<file path="src/rtl/sig_pulse_generator_pkg.sv">
// Shared types and helpers for the sig pulse generator.
// Abort support is selected at build time with SIG_GEN_ABORT_EN.
package sig_pkg;

  typedef enum logic [1:0] {IDLE, PULSE, GAP, DONE} sig_gen_state_t;

  localparam int CNT_W_DEFAULT = 5;

  // Saturate a requested burst length to the receiver's largest legal burst.
  function automatic int unsigned sat_count(input int unsigned v, input int unsigned lim);
    return (v > lim) ? lim : v;
  endfunction

endpackage

</file>
<file path="src/rtl/sig_pulse_generator_if.sv">
// Controller-facing bundle of the sig pulse generator.
// With SIG_GEN_ABORT_EN defined the bundle carries an abort request.
interface sig_pulse_generator_if #(parameter int CNT_W = sig_pkg::CNT_W_DEFAULT);
  logic             start;
  logic [CNT_W-1:0] count_in;
  logic             sig;
  logic             busy;
  logic             done;
  logic [CNT_W-1:0] pulses_sent;
`ifdef SIG_GEN_ABORT_EN
  logic             abort;
`endif

  modport master (
    output start, count_in,
`ifdef SIG_GEN_ABORT_EN
    output abort,
`endif
    input  sig, busy, done, pulses_sent
  );

  modport slave (
    input  start, count_in,
`ifdef SIG_GEN_ABORT_EN
    input  abort,
`endif
    output sig, busy, done, pulses_sent
  );
endinterface

</file>
<file path="src/rtl/sig_pulse_generator_gap_timer.sv">
// Low-gap timer: reloads while a pulse is out, then counts down during the gap.
module gap_timer #(
  parameter int GAP_CYCLES = 1
) (
  input  logic clk,
  input  logic rst,
  input  logic load,
  input  logic run,
  output logic expired
);
  localparam int TW = (GAP_CYCLES > 1) ? $clog2(GAP_CYCLES) : 1;
  localparam logic [TW-1:0] RELOAD = TW'(GAP_CYCLES - 1);

  logic [TW-1:0] cnt_q;

  always_ff @(posedge clk or negedge rst) begin
    if (!rst) begin
      cnt_q <= '0;
    end else if (load) begin
      cnt_q <= RELOAD;
    end else if (run && (cnt_q != '0)) begin
      cnt_q <= cnt_q - 1'b1;
    end
  end

  // Terminal count is reached in the last gap cycle.
  assign expired = run && (cnt_q == '0);
endmodule

</file>
<file path="src/rtl/sig_pulse_generator.sv">
// Emits a burst of single-cycle sig pulses for a pulse-counting receiver.
// Optional abort input when SIG_GEN_ABORT_EN is defined.
//
//   state | meaning
//   IDLE  | waiting for start, pulses_sent holds last burst result
//   PULSE | sig high for this single cycle
//   GAP   | sig low for GAP_CYCLES
//   DONE  | one-cycle done strobe, busy still high
module sig_pulse_generator
  import sig_pkg::*;
#(
  parameter int MAX_COUNT  = 10,
  parameter int GAP_CYCLES = 1,
  parameter int CNT_W      = CNT_W_DEFAULT
) (
  input  logic                  clk,
  input  logic                  rst,
  sig_pulse_generator_if.slave  bus
);
  sig_gen_state_t   state_q, state_d;
  logic [CNT_W-1:0] n_q, n_d;
  logic [CNT_W-1:0] sent_q, sent_d;
  logic [CNT_W-1:0] req_n;
  logic             sig_q, busy_q, done_q;
  logic             abort_req;
  logic             timer_load, timer_run, gap_expired;

`ifdef SIG_GEN_ABORT_EN
  assign abort_req = bus.abort;
`else
  assign abort_req = 1'b0;
`endif

  assign req_n = CNT_W'(sat_count(32'(bus.count_in), 32'(MAX_COUNT + 1)));

  assign timer_load = (state_q == PULSE);
  assign timer_run  = (state_q == GAP);

  gap_timer #(.GAP_CYCLES(GAP_CYCLES)) u_gap_timer (
    .clk     (clk),
    .rst     (rst),
    .load    (timer_load),
    .run     (timer_run),
    .expired (gap_expired)
  );

  always_comb begin
    state_d = state_q;
    n_d     = n_q;
    sent_d  = sent_q;
    case (state_q)
      IDLE: begin
        if (bus.start) begin
          n_d     = req_n;
          sent_d  = '0;
          state_d = (req_n == '0) ? DONE : PULSE;
        end
      end
      PULSE:   state_d = abort_req ? DONE : GAP;
      GAP: begin
        if (abort_req)        state_d = DONE;
        else if (gap_expired) state_d = (sent_q < n_q) ? PULSE : DONE;
      end
      DONE:    state_d = IDLE;
      default: state_d = IDLE;
    endcase
    // Count each pulse on the same edge that raises sig.
    if (state_d == PULSE) sent_d = sent_d + 1'b1;
  end

  always_ff @(posedge clk or negedge rst) begin
    if (!rst) begin
      state_q <= IDLE;
      n_q     <= '0;
      sent_q  <= '0;
      sig_q   <= 1'b0;
      busy_q  <= 1'b0;
      done_q  <= 1'b0;
    end else begin
      state_q <= state_d;
      n_q     <= n_d;
      sent_q  <= sent_d;
      sig_q   <= (state_d == PULSE);
      busy_q  <= (state_d != IDLE);
      done_q  <= (state_d == DONE);
    end
  end

  assign bus.sig         = sig_q;
  assign bus.busy        = busy_q;
  assign bus.done        = done_q;
  assign bus.pulses_sent = sent_q;
endmodule
</file>
<file path="src/flat_wrapper.sv">
// flat-port wrapper written by rule: the top's interface ports become plain ports
module sig_pulse_generator_flat import sig_pkg::*;
#(
  parameter int MAX_COUNT  = 10,
  parameter int GAP_CYCLES = 1,
  parameter int CNT_W      = CNT_W_DEFAULT
)
  (clk, rst, bus_start, bus_count_in, bus_sig, bus_busy, bus_done, bus_pulses_sent);
  sig_pulse_generator_if #(.CNT_W(CNT_W)) bus_i ();
  input  logic clk;
  input  logic rst;
  input wire logic [$bits(bus_i.start)-1:0] bus_start;
  input wire logic [$bits(bus_i.count_in)-1:0] bus_count_in;
  output wire logic [$bits(bus_i.sig)-1:0] bus_sig;
  output wire logic [$bits(bus_i.busy)-1:0] bus_busy;
  output wire logic [$bits(bus_i.done)-1:0] bus_done;
  output wire logic [$bits(bus_i.pulses_sent)-1:0] bus_pulses_sent;
  assign bus_i.start = bus_start;
  assign bus_i.count_in = bus_count_in;
  assign bus_sig = bus_i.sig;
  assign bus_busy = bus_i.busy;
  assign bus_done = bus_i.done;
  assign bus_pulses_sent = bus_i.pulses_sent;
  sig_pulse_generator #(.MAX_COUNT(MAX_COUNT), .GAP_CYCLES(GAP_CYCLES), .CNT_W(CNT_W)) u_core (.clk(clk), .rst(rst), .bus(bus_i));
endmodule
</file>
<file path="config.mk">
export PLATFORM = sky130hd
export DESIGN_NAME = sig_pulse_generator_flat
export DESIGN_NICKNAME = d
export VERILOG_FILES = /design/src/rtl/sig_pulse_generator_pkg.sv /design/src/rtl/sig_pulse_generator_if.sv /design/src/rtl/sig_pulse_generator_gap_timer.sv /design/src/rtl/sig_pulse_generator.sv /design/src/flat_wrapper.sv
export SDC_FILE = /design/constraint.sdc
export NUM_CORES = 1
export LEC_CHECK = 0
export BUFFER_PORTS_ARGS = -buffer_cell sky130_fd_sc_hd__buf_2
export CAP_MARGIN = 5
export CELL_PAD_IN_SITES_DETAIL_PLACEMENT = 0
export CELL_PAD_IN_SITES_GLOBAL_PLACEMENT = 2
export CORE_ASPECT_RATIO = 1.4
export CORE_MARGIN = 1
export CORE_UTILIZATION = 35
export CTS_BUF_LIST = sky130_fd_sc_hd__clkbuf_8 sky130_fd_sc_hd__clkbuf_16
export DETAILED_ROUTE_END_ITERATION = 8
export GPL_TIMING_DRIVEN = 0
export HOLD_SLACK_MARGIN = 0.12
export PLACE_DENSITY_LB_ADDON = 0.1
export REMOVE_ABC_BUFFERS = 1
export SYNTH_ARGS = -nofsm -noshare
export SYNTH_HDL_FRONTEND = slang
export SYNTH_HIERARCHICAL = 1
export SYNTH_SLANG_ARGS = --single-unit
export TNS_END_PERCENT = 50
</file>
<file path="constraint.sdc">
create_clock -name clk -period 5 [get_ports clk]
set_input_delay 0.5 -clock clk [delete_from_list [all_inputs] [get_ports clk]]
set_output_delay 0.5 -clock clk [all_outputs]
set_load 0.02 [all_outputs]
</file>
==> reports/summary.txt, run 1 <==
clk_lat worst skew -> 0.24 ns
Vias -> 620
total track usage -> 0.145
Primary FF master, synth -> dfrtp_1
clock network fraction of total power -> 0.207
number of hold buffers added after cts -> 0
Num CTS Buffers -> 3
final std cells w/o fill -> 122
Inst Count DP -> 118
synthesized area -> 843 µm²
Max-Cap Viols -> 0
Psw -> 0.200 mW
drt first pass iters -> 6
ant diodes -> 0
CTS Buffer Depth -> 2
critical setup path kind -> reg -> reg
Yosys cell types -> 31
Final #Nets -> 114
Pwr Density -> 532 nW/µm²
Reg power frac -> 0.367
DRC viols -> 5
final slew viol count -> 0
register area share after synthesis -> 0.475
DP Wirelength -> 1210 µm
Avg Cell Area, Syn -> 10.3 µm²
most used routing layer -> met2
Worst Path Max Fanout -> 5
fin crit period -> 2.15 ns
root buffer cell -> clkbuf_8
fmax -> 465 MHz
Mapped Cells -> 82
Core ar. -> 2230 µm²
first-pass GRT wire length -> 2700 µm
status -> complete, but fails checks
combinational fraction of design power -> 0.425
setup TNS -> 0 ns
DIE AREA -> 2610 µm²
# IOs -> 16
Post-CTS Setup Bufs -> 0
Slew @ Worst Pin -> 0.472 ns
Seq cells post-synth -> 16
Hold Path Class -> in -> async
met3 Usage GRT -> 0.0272
wire length per cell -> 12.7 µm
Clk pin slew, worst setup/hold paths -> 0.06 ns
Syn-to-layout area delta -> 18.2%
antenna violations before repair -> 0
Initial Utilization -> 0.379
post-CTS resize count -> 0
crit path launch type -> register
Yosys warnings -> 6
met1 Use GR -> 0.174
FF/Latch Area -> 400 µm²
Slew HR -> 0.683
Routed Antenna Nets -> 0
worst vdd ir -> 0.268 mV
EDFF count, synth -> 0
CP Data Required Time -> 5.13 ns
WL final -> 1550 µm
crit path capture type -> register
area occupied by multi-input gates -> 413 µm²
fill count -> 231
GP Congestion -> 0.722
GRT met2 Usage -> 0.242
Die Wd -> 43.5 µm
Overflow after GRT -> 0
Fin Clk Skew -> 0.00165 ns
Die Ht -> 60.1 µm
crit path DAT -> 2.28 ns
routed vias/inst -> 5.08
initial DRC count -> 14
final period utilization -> 0.430
final setup violation count -> 0
final hold violation count -> 0
RSZ-0062 raised after global routing -> false
largest net degree at the start of global routing -> 17
number of global-route vias before repair -> 611
sw frac -> 0.377
FFs w/ async S/R, synth -> 1.00
CTS tree -> done
R2R setup slack -> 2.85 ns
leak pwr -> 0.504 nW
fraction of layout cells with a size suffix above 1 -> 0.260
clk sinks -> 16
number of port buffers -> 15
total internal power -> 0.331 mW
htree depth -> 1
row count -> 20
failing checks -> DRC
power groups by stage:
stage	registers [mW]	clock network, mW	logic, mW
after floorplan	0.217	0	0.149
after global placement	0.197	0	0.227
after detailed placement	0.197	0	0.228
after CTS	0.195	0.117	0.229
after global routing	0.200	0.120	0.253
final	0.195	0.110	0.226
worst paths after layout:
path,startpoint,depth (start not counted),to
worst max-delay path,u_core/state_q[1],7,u_core/bus.pulses_sent[1]
worst min-delay path,rst,1,u_core/bus.pulses_sent[2]
worst max register to register,u_core/state_q[1],7,u_core/bus.pulses_sent[1]
worst min register to register,u_core/n_q[4],2,u_core/n_q[4]
max in group asynchronous,rst,1,u_core/u_gap_timer/cnt_q
min in group clk,u_core/n_q[4],2,u_core/n_q[4]
cells by family after synthesis:
| kind of cell | count (synthesis) | synth area share |
|---|---|---|
| simple gates | 38 | 0.274 |
| flops | 16 | 0.475 |
| compound gates | 9 | 0.0668 |
| buf+inv | 8 | 0.0356 |
| fa+ha+maj | 5 | 0.0742 |
| mux | 4 | 0.0534 |
| xor+xnor | 2 | 0.0208 |
state kept, by name, indices dropped and copies added, names as in the netlist:
name and flops:
u_core/state_q 2, u_core/bus.busy 1, u_core/bus.done 1, u_core/u_gap_timer/cnt_q 1, u_core/n_q 5, u_core/bus.sig 1, u_core/bus.pulses_sent 5
cells in the mapped netlist (all sizes together) (2+ instances only):
| cell type | n | area [µm²] |
|---|---|---|
| dfrtp | 16 | 400 |
| nand2 | 10 | 37.5 |
| inv | 7 | 26.3 |
| nor2 | 6 | 22.5 |
| ha | 5 | 62.6 |
| a21oi | 3 | 15.0 |
| and2 | 3 | 18.8 |
| mux2i | 3 | 30.0 |
| nor3 | 3 | 31.3 |
| nor4 | 3 | 25.0 |
| o21ai | 3 | 15.0 |
| and2b | 2 | 16.3 |
| nand2b | 2 | 12.5 |
| nand4 | 2 | 12.5 |
| nor2b | 2 | 12.5 |
metal layers:
| layer | vias up | routed length, µm |
|---|---|---|
| li1 | 315 | - |
| met1 | 291 | 685 |
| met2 | 12 | 800 |
| met3 | 2 | 44 |
| met4 | 0 | 17 |
| met5 | - | 0 |
worst max-delay path, cell delays in order (launching register included):
cell     delay [ns]
dfrtp_1        0.39
nor2b_1        0.34
and2b_2        0.22
mux2i_1        0.06
or2_4          0.25
a41o_1         0.26
nor3_4         0.19
mux2_4         0.32
metrics by stage:
stage / cell area (µm²) / total power [mW] / setup WS [ns] / util / hold WS [ns]
after floorplan: 840 / 0.366 / 3.05 / - / 0.204
final: 997 / 0.530 / 2.85 / 0.448 / 0.164
after global placement: 942 / 0.424 / 2.85 / 0.423 / 0.435
after detailed placement: 942 / 0.425 / 2.85 / 0.423 / 0.438
after global routing: 997 / 0.573 / 2.70 / 0.448 / 0.182
after CTS: 997 / 0.541 / 2.82 / 0.448 / 0.169
cell usage in the layout, fill, tap and decap left out, drive strengths merged:
master	Yosys	final
nor3	3	3
dfrtp	16	16
or2	1	1
mux2	1	1
buf	0	15
nand3b	1	1
clkbuf	1	4
ha	5	5
a41o	1	1
and4	1	1
nor3b	1	1
xnor2	1	1
nor2	6	6
nand2	10	10
o22a	1	1
nand3	1	1
nor2b	2	2
and2b	2	2
inv	7	7
nand2b	2	2
mux2i	3	3
nor4	3	3
o21ai	3	3
nand4	2	2
a21oi	3	3
xor2	1	1
and2	3	3
a21o	1	1
area by class of cell:
class	count	area share
inverter	7	0.0263
tap	22	0.0276
sequential	16	0.402
timing repair buffer	15	0.0753
clock buffer	4	0.0552
multi-input combinational	58	0.414
(Power assumes the default switching activity.)
==> inputs of run 2 (changes only) <==
--- a/config.mk
+++ b/config.mk
@@ -5,13 +5,14 @@
 export SDC_FILE = /design/constraint.sdc
 export NUM_CORES = 1
 export LEC_CHECK = 0
+export ABC_AREA = 1
 export BUFFER_PORTS_ARGS = -buffer_cell sky130_fd_sc_hd__buf_2
 export CAP_MARGIN = 5
 export CELL_PAD_IN_SITES_DETAIL_PLACEMENT = 0
 export CELL_PAD_IN_SITES_GLOBAL_PLACEMENT = 2
 export CORE_ASPECT_RATIO = 1.4
 export CORE_MARGIN = 1
-export CORE_UTILIZATION = 35
+export CORE_UTILIZATION = 30
 export CTS_BUF_LIST = sky130_fd_sc_hd__clkbuf_8 sky130_fd_sc_hd__clkbuf_16
 export DETAILED_ROUTE_END_ITERATION = 8
 export GPL_TIMING_DRIVEN = 0
==> constraint.sdc (replaced) <==
create_clock -name clk -period 2 [get_ports clk]
set_input_delay 0.2 -clock clk [delete_from_list [all_inputs] [get_ports clk]]
set_output_delay 0.2 -clock clk [all_outputs]
set_load 0.02 [all_outputs]
==> reports/summary.txt, run 2 <==
Clk pin slew, worst setup/hold paths -> 0.07 ns (about the same)
RSZ-0062 raised after global routing -> false
row count -> 22 (+10%)
clk_lat worst skew -> 0.25 ns (about the same)
synthesized area -> 881 µm² (+4.5%)
worst vdd ir -> 0.653 mV (+140%)
ordered list of cells on the worst path -> nor2_2 > inv_2 > nor2_1 > nand2_1 > nor2_1 > nand3_1 > nand2_1 > nand3_1 > nand2_1 > nand2_1
clk sinks -> 16 (unchanged)
Pwr Density -> 1290 nW/µm² (+140%)
GP Congestion -> 0.779 (+7.9%)
Worst Path Max Fanout -> 5 (unchanged)
Fin Clk Skew -> 0.00374 ns (+0.00208 ns)
final setup violation count -> 0 (unchanged)
Inst Count DP -> 165 (+40%)
CTS Buffer Depth -> 2 (unchanged)
fin crit period -> 1.67 ns (-0.478 ns)
DRC viols -> 0 (-5)
CTS tree -> done
Vias -> 738 (+19%)
number of port buffers -> 15 (unchanged)
crit path launch type -> register
status -> completed
critical setup path kind -> reg -> reg
Tot Pwr -> 1.38 mW (+160%)
most frequent cell after synthesis -> nand2_1
Die Ht -> 66.1 µm (+10%)
Post-synth top cells -> 36 x nand2_1, 21 x inv_1, 16 x dfrtp_1
Synth area leader -> dfrtp_1
antenna violations before repair -> 0 (unchanged)
ant diodes -> 0 (unchanged)
Hold Path Origin -> bus_count_in[0]
area share of the largest cell type after synthesis -> 0.455 (-0.0202)
Die Wd -> 47.8 µm (+9.9%)
Initial Utilization -> 0.327 (-0.0521)
crit path DAT -> 1.82 ns (-0.46 ns)
CP max-delay cell -> dfrtp_1
most common cell after layout, fill and taps aside -> nand2_1
routed vias/inst -> 4.34 (-15%)
most frequent cells in the layout -> 36 x nand2_1, 21 x inv_1, 16 x dfrtp_1
htree depth -> 1 (unchanged)
crit path capture type -> register
fill count -> 314 (+36%)
crit path from -> u_core/state_q[0]
Final #Nets -> 148 (+30%)
CP Data Required Time -> 2.14 ns (-2.99 ns)
# IOs -> 16 (unchanged)
Mapped Cells -> 114 (+39%)
Avg Cell Area, Syn -> 7.73 µm² (-25%)
total track usage -> 0.140 (-0.00491)
Num CTS Buffers -> 3 (unchanged)
Syn-to-layout area delta -> 21.0%
Max-Cap Viols -> 0 (unchanged)
WL final -> 1840 µm (+19%)
wire length per cell -> 10.8 µm (-15%)
DIE AREA -> 3160 µm² (+21%)
register area share after synthesis -> 0.455 (-0.0202)
final slew viol count -> 0 (unchanged)
worst r2r src -> u_core/state_q[0]
final period utilization -> 0.836 (+0.406)
final std cells w/o fill -> 170 (+39%)
drt first pass iters -> 4 (-2)
largest net degree at the start of global routing -> 17 (unchanged)
first-pass GRT wire length -> 3040 µm (+13%)
synth top area cells -> dfrtp_1 45%, nand2_1 15%, inv_1 8.9%
FFs w/ async S/R, synth -> 1.00 (unchanged)
Core ar. -> 2700 µm² (+21%)
final hold violation count -> 0 (unchanged)
Hold Path Class -> in -> reg
Slew HR -> 0.746 (+0.0630)
root buffer cell -> clkbuf_8
crit-path most repeated cell -> nand2_1
Seq cells post-synth -> 16 (unchanged)
critical path's largest stage delay -> 0.40 ns (about the same)
Slew @ Worst Pin -> 0.380 ns (-0.0919 ns)
DP Wirelength -> 1460 µm (+20%)
initial DRC count -> 13 (-1)
Routed Antenna Nets -> 0 (unchanged)
number of global-route vias before repair -> 687 (+12%)
Primary FF master, synth -> dfrtp_1
Yosys cell types -> 15 (-52%)
Yosys warnings -> 6 (unchanged)
setup TNS -> 0 ns (unchanged)
EDFF count, synth -> 0 (unchanged)
post-route core utilization -> 0.395 (-0.0526)
fraction of layout cells with a size suffix above 1 -> 0.224 (-0.0361)
Post-CTS Setup Bufs -> 0 (unchanged)
fmax -> 598 MHz (+29%)
Overflow after GRT -> 0 (unchanged)
leak pwr -> 0.623 nW (+24%)
==> run 2: cell count changes after synthesis, sizes merged, moves of 3 or more <==
cell and delta:
nor3 -3, nor4 -3, inv +17, mux2i -3, nand4 +3, a21oi -3, nor2 +8, nand3 +5
nand2 +29, and2 -3
==> run 2: layout make-up <==
type / instances / area (µm²) / share of cell area
clock buffers: 4 / 55.1 / 0.0516
inverters: 24 / 90.1 / 0.0845
flip-flops and latches: 16 / 400 / 0.376
well taps: 36 / 45.0 / 0.0423
multi-input cells: 74 / 390 / 0.366
repair buffers: 16 / 85.1 / 0.0798
==> run 2: cell families (layout without fill, tap and decap cells) <==
logic type,after synthesis,count (layout),synth area share
AO/OA/AOI/OAI,4,4,0.0327
adder cells (fa/ha/maj),5,5,0.0710
flip-flops,16,16,0.455
buffers and inverters,24,44,0.102
AND/OR/NAND/NOR,64,64,0.330
XOR/XNOR,1,1,0.00994
==> run 2: layer usage <==
| layer | part of all wire | track usage | vias up |
|---|---|---|---|
| li1 | - | - | 394 |
| met1 | 0.45 | 0.186 | 336 |
| met2 | 0.51 | 0.215 | 6 |
| met3 | 0.019 | 0.0246 | 2 |
| met4 | 0.010 | 0.0625 | 0 |
| met5 | 0 | 0 | - |
==> run 2: where the power goes <==
group | total (mW) | internal (mW) | leakage (nW) | switching [mW]
logic | 0.607 | 0.199 | 0.393 | 0.408
clock network | 0.287 | 0.175 | 0.0288 | 0.113
registers | 0.483 | 0.427 | 0.202 | 0.0557
==> run 2: worst paths after layout <==
kind / end / slack (ns) / cells past startpoint
min in group asynchronous: u_core/n_q[4] / 0.39 / 2
max in group asynchronous: u_core/n_q[2] / 1.33 / 2
setup reg to reg: u_core/bus.pulses_sent[2] / 0.33 / 10
hold / removal: u_core/n_q[0] / 0.20 / 2
setup / recovery: u_core/bus.pulses_sent[2] / 0.33 / 10
hold reg to reg: u_core/n_q[4] / 0.51 / 2
==> run 2: timing repair <==
item / 4_1_cts / 5_1_grt
hold endpoints to repair: 16 / 0
hold buffers: 1 / 0
gates resized for setup: 0 / 0
==> run 2: critical path, delay by kind of cell, from the launching register on <==
kind          cells  cell delay (ns)
simple gates      9             1.12
flops             1             0.40
buf+inv           1             0.05
==> run 2: through the flow <==
stage          setup WS (ns)  hold WS [ns]  cell area [µm²]
5_1_grt                0.137         0.204             1070
6_report               0.327         0.199             1070
3_3_place_gp           0.328         0.148             1000
4_1_cts                0.308         0.195             1070
2_1_floorplan          0.486       -0.0956              881
3_5_place_dp           0.315         0.147             1000
